## src/rtl/phase_acc.sv

```systemverilog
// Phase accumulator / NCO front end.
// A sample tick walks a three-stage pipeline: GLIDE slews the working
// increment toward the target frequency, ACCUM advances (or hard-syncs) the
// phase accumulator, and OUT presents the offset phase with a one-cycle
// strobe. Ticks that arrive while GLIDE or ACCUM are occupied are dropped
// and flagged through the sticky overrun output.
// The glide input is zero-extended into 33-bit arithmetic, so GLIDE_W must
// not exceed 32.

module phase_acc #(
  parameter int GLIDE_W = 16
) (
  input  logic               clk,
  input  logic               reset,
  input  logic               tick,
  input  logic [31:0]        freq,
  input  logic [GLIDE_W-1:0] glide,
  input  logic               sync_in,
  input  logic [31:0]        phs_ofs,
  output logic [31:0]        phs,
  output logic               ena,
  output logic               wrap,
  output logic [31:0]        inc_cur,
  output logic               overrun
);

  // Pipeline occupancy flags: each marks that its stage acts on the next edge.
  logic        glide_vld;
  logic        accum_vld;
  logic        out_vld;

  logic [31:0] acc;
  logic        wrap_int;
  logic        sync_pend;

  logic        busy;
  logic        tick_accept;

  logic [32:0] glide_ext;
  logic [32:0] freq_ext;
  logic [32:0] up_sum;
  logic [32:0] dn_diff;
  logic [31:0] inc_next;
  logic [32:0] acc_sum;

  // A new tick may enter only while GLIDE and ACCUM are both idle; the OUT
  // stage never blocks because it finishes on the same edge that GLIDE starts.
  always_comb begin
    busy        = glide_vld | accum_vld;
    tick_accept = tick & ~busy;
  end

  // Next increment: bounded slew toward freq with 33-bit headroom so the
  // step can neither overflow past 2^32 nor borrow below zero.
  always_comb begin
    glide_ext = {{(33 - GLIDE_W){1'b0}}, glide};
    freq_ext  = {1'b0, freq};
    up_sum    = {1'b0, inc_cur} + glide_ext;
    dn_diff   = {1'b0, inc_cur} - glide_ext;
    inc_next  = inc_cur;
    if (glide == '0) begin
      inc_next = freq;
    end else if (freq > inc_cur) begin
      if (up_sum > freq_ext) begin
        inc_next = freq;
      end else begin
        inc_next = up_sum[31:0];
      end
    end else if (freq < inc_cur) begin
      if (dn_diff[32] || (dn_diff[31:0] < freq)) begin
        inc_next = freq;
      end else begin
        inc_next = dn_diff[31:0];
      end
    end
  end

  // Accumulator sum with the carry kept as the wrap indication.
  always_comb begin
    acc_sum = {1'b0, acc} + {1'b0, inc_cur};
  end

  // Advance the stage flags; reset empties the pipe so no strobe follows.
  always_ff @(posedge clk) begin
    if (reset) begin
      glide_vld <= 1'b0;
      accum_vld <= 1'b0;
      out_vld   <= 1'b0;
    end else begin
      glide_vld <= tick_accept;
      accum_vld <= glide_vld;
      out_vld   <= accum_vld;
    end
  end

  // Sticky record of any tick lost to a busy pipeline.
  always_ff @(posedge clk) begin
    if (reset) begin
      overrun <= 1'b0;
    end else if (tick && busy) begin
      overrun <= 1'b1;
    end
  end

  // GLIDE stage: update the working increment once per accepted sample.
  always_ff @(posedge clk) begin
    if (reset) begin
      inc_cur <= '0;
    end else if (glide_vld) begin
      inc_cur <= inc_next;
    end
  end

  // Hard-sync request latch; ACCUM consumes it, so repeated pulses collapse.
  always_ff @(posedge clk) begin
    if (reset) begin
      sync_pend <= 1'b0;
    end else if (accum_vld) begin
      sync_pend <= 1'b0;
    end else if (sync_in) begin
      sync_pend <= 1'b1;
    end
  end

  // ACCUM stage: restart at zero on sync, otherwise advance and keep the carry.
  always_ff @(posedge clk) begin
    if (reset) begin
      acc      <= '0;
      wrap_int <= 1'b0;
    end else if (accum_vld) begin
      if (sync_pend || sync_in) begin
        acc      <= '0;
        wrap_int <= 1'b0;
      end else begin
        acc      <= acc_sum[31:0];
        wrap_int <= acc_sum[32];
      end
    end
  end

  // OUT stage: present offset phase with a single-cycle strobe; wrap is
  // qualified so it is never seen outside a strobe cycle.
  always_ff @(posedge clk) begin
    if (reset) begin
      phs  <= '0;
      ena  <= 1'b0;
      wrap <= 1'b0;
    end else begin
      ena  <= out_vld;
      wrap <= out_vld & wrap_int;
      if (out_vld) begin
        phs <= acc + phs_ofs;
      end
    end
  end

endmodule

```

## config.mk

```make
export PLATFORM = sky130hd
export DESIGN_NAME = phase_acc
export DESIGN_NICKNAME = d
export VERILOG_FILES = /design/src/rtl/phase_acc.sv
export SDC_FILE = /design/constraint.sdc
export NUM_CORES = 1
export LEC_CHECK = 0
export ABC_AREA = 0
export BUFFER_PORTS_ARGS = -buffer_cell sky130_fd_sc_hd__buf_2
export CAP_MARGIN = 20
export CORE_ASPECT_RATIO = 0.6
export CORE_UTILIZATION = 40
export CTS_BUF_LIST = sky130_fd_sc_hd__clkbuf_4
export CTS_CLUSTER_SIZE = 16
export DETAILED_ROUTE_END_ITERATION = 8
export SLEW_MARGIN = 30
export SYNTH_ARGS = -nofsm -noshare
export SYNTH_HDL_FRONTEND = slang
export SYNTH_SLANG_ARGS = --single-unit
export TNS_END_PERCENT = 100
```

## constraint.sdc

```tcl
create_clock -name clk -period 6.9 [get_ports clk]
set_input_delay 1.38 -clock clk [delete_from_list [all_inputs] [get_ports clk]]
set_output_delay 1.38 -clock clk [all_outputs]
set_load 0.02 [all_outputs]
```

==> results.md <==
* Outcome: finished, final reports clean
* Total Routing Usage GR at 27.5%
* 1st-iter DRT viols at 1,565
* Syn Area/Cell at 7.68 sq um
* CTS buffer count at 9
* H-tree depth reported by CTS at 3
* Drt wl/cell at 20.4 um
* Drt drc at 0
* GR Overflow Total at 0
* Vias per inst at 5.89
* I/O Pins at 151
* Final worst path period need at 6400 ps
* Syn Nets at 1,809
* IO buf count at 150
* Fmax at 156 MHz
* Antenna diodes at 0
* Final Hold Fails at 0
* Fin Setup TNS at 0 ps
* Crit path DAT at 6890 ps
* Initial antenna violation count at 0
* Hold Crit Depth at 2
* Async set or reset register ratio after synthesis at 0%
* Placer Congestion at 0.982
* Req. time, crit path at 7390 ps
* Max-cap viol count at 0
* Reg2reg setup slack at 790 ps
* Post-synth top area cell: ha_1
* Synthesized cell area at 0.0118 sq mm
* DRT antenna net count at 0
* Nets at 1,953
* Hold_sp: phs[19]$_SDFFE_PP0P_
* Peak fanout along the critical path at 17
* Worst-path clk slew at 170 ps
* CTS tree: yes
* Routed wire length at 41.9 mm
* Number of global-route vias before repair at 10,800
* Clk buf depth at 2
* Sequential-to-total area share from yosys stat at 17.7%
* Post_cts resized at 0
* # rows at 48
* Clock Skew at 15.6 ps
* Slew HR at 45.3%
* Clk sink count at 104
* Dominant cells by area after synthesis: ha_1 20%, dfxtp_1 18%, xnor2_1 5.4%
* Via count at 12,100
* Number of flops mapped to enable cells by yosys at 0
* Distinct cell type count after synthesis at 76
* Hold Crit Class: reg2reg
* Setup violations, final at 0
* Ys flop type: dfxtp_1
* P&R area growth vs syn at 12.3%
* RSZ-0062 raised after global routing: false
* FF-to-FF End: inc_cur[0]$_SDFFE_PP0P_
* Total power at 2340 uW
* Pin count of the biggest net entering global routing at 43
* CTS Root Cell: clkbuf_4
* DIE AREA at 0.0301 sq mm
* Die H at 135 um
* Critical path class: in2reg
* Area share of the largest cell type after synthesis at 20.2%
* Hold path endpoint: phs[19]$_SDFFE_PP0P_
* DP HPWL at 33.9 mm
* Synth Register Bits at 104
* Layout cell share with drive strength beyond 1 at 13.5%
* DRT Pass-1 Iters at 5
* Syn Inst Count at 1,531
* Final slew viol count at 0
* First-pass GRT wire length at 63.4 mm
* Number of post-CTS setup repair buffers at 0
* Starting Density at 40.8%
* Leak at 0.00597 uW
* Peak VDD IR at 0.101 mV
* R2r worst-path depth at 21
* Slew @ Worst Pin at 821 ps
* Clock Latency Late Sink at 570 ps
* Critical path launch point type: input pin
* Core Box Area at 0.0288 sq mm
* YS warnings at 0
* Horiz. Die Dim at 223 um
* Final period utilization at 92.8%
* Critical R2R Launch: inc_cur[1]$_SDFFE_PP0P_
* Cts hold-fix bufs at 0
* Critical path endpoint category: register
* Pwr dens at 177 mW/mm^2
-- power breakdown --
part           internal [uW]  switching (uW)  leakage, uW  total, uW
Sequential               627            62.6     0.000843        689
Combinational            496             758      0.00504       1250
Clock                    155             244    0.0000887        399
-- per-stage QoR --
stage | setup WS [ps] | cells | util (%) | hold slack (ps) | instance area (sq um)
after CTS | 766 | 2055 | 45.8 | 486 | 13200
after global routing | 411 | 2055 | 45.8 | 502 | 13200
after global placement | 268 | 2039 | 45.2 | 436 | 13000
after detailed placement | 161 | 2039 | 45.2 | 459 | 13000
after floorplan | 703 | 1531 | - | 417 | 11800
final | 499 | 2055 | 45.8 | 481 | 13200
-- synth_stat cells (7+ instances only) --
library cell	instances
a211oi_1	25
nand4_1	27
nand2_1	96
nor2_1	131
nand2b_1	27
nor4_1	17
o21a_1	20
a221oi_1	7
o22ai_1	22
and2_1	10
xnor2_1	73
clkbuf_1	35
a31oi_1	23
nand3_1	29
or2_2	9
or3_1	12
o21bai_1	14
xor2_1	23
inv_1	121
o31ai_1	25
nor3b_1	7
mux2i_1	22
nor3_1	35
o221ai_1	12
and3_1	11
buf_4	7
a21oi_1	122
o21ai_0	99
dfxtp_1	104
nor2b_1	17
ha_1	190
a21o_1	34
o211ai_1	13
or4_1	8
-- cells in the final DEF, fill, tap and decap left out, drive strengths merged, types with 34 or more instances in the layout --
master,n
nor3,35
nor2,131
dfxtp,104
nand2,96
buf,185
a21o,34
o21ai,102
ha,190
xnor2,73
a21oi,122
inv,121
-- state kept, by name (all words and copies together) (netlist names) --
register,cells
out_vld,1
overrun,1
inc_cur,32
accum_vld,1
wrap,1
acc,32
phs,32
glide_vld,1
wrap_int,1
sync_pend,1
ena,1
-- final cells by class --
cell class / instances / area [sq um]
clock buffers: 11 / 82.6
clock inverters: 5 / 81.3
fillers: 2937 / 15600
inverters: 121 / 454
multi-input cells: 1254 / 8990
flip-flops and latches: 104 / 2080
well taps: 375 / 469
repair buffers: 185 / 1040
-- how the worst max path moves through the flow --
stage	from	to	slack, ps	cells past startpoint
after floorplan	glide[5]	inc_cur[0]$_SDFFE_PP0P_	700	22
after CTS	glide[1]	inc_cur[0]$_SDFFE_PP0P_	770	23
final	glide[1]	inc_cur[0]$_SDFFE_PP0P_	500	23
after global routing	glide[1]	inc_cur[0]$_SDFFE_PP0P_	410	22
after global placement	glide[1]	inc_cur[0]$_SDFFE_PP0P_	270	21
after detailed placement	glide[1]	inc_cur[0]$_SDFFE_PP0P_	160	23
-- worst max-delay path, cell delays in order --
cell and delay [ps]:
buf_2 140, inv_1 90, ha_1 310, nand2b_1 170
a221oi_1 420, o31ai_1 230, o31a_1 420, a21oi_1 640
and3_1 280, xnor2_1 140, inv_1 70, ha_1 290
nand3_1 140, nor2_1 70, o311ai_0 330, nand3_1 230
nor3b_1 300, o22ai_1 130, buf_4 200, mux2i_2 210
buf_4 300, nand3b_1 130, a311oi_1 260
-- metal layers --
metal / routed length (um) / vias up / track usage [%] / share of wire [%]
li1: - / 5932 / - / -
met1: 21900 / 5620 / 43.9 / 52
met2: 15600 / 520 / 36.2 / 37
met3: 4070 / 27 / 7.05 / 9.7
met4: 305 / 0 / 3.81 / 0.73
met5: 0 / - / 0 / 0
-- kinds of logic after synthesis --
logic type	after synthesis	share of synthesized area, %
multiplexers	24	2.09
AND/OR/NAND/NOR	457	19.6
XOR/XNOR	96	7.15
flip-flops	104	17.7
AO/OA/AOI/OAI	483	26.7
adder cells (fa/ha/maj)	194	20.9
buffers and inverters	173	5.84
No activity file was read; power rests on OpenSTA's default activity.
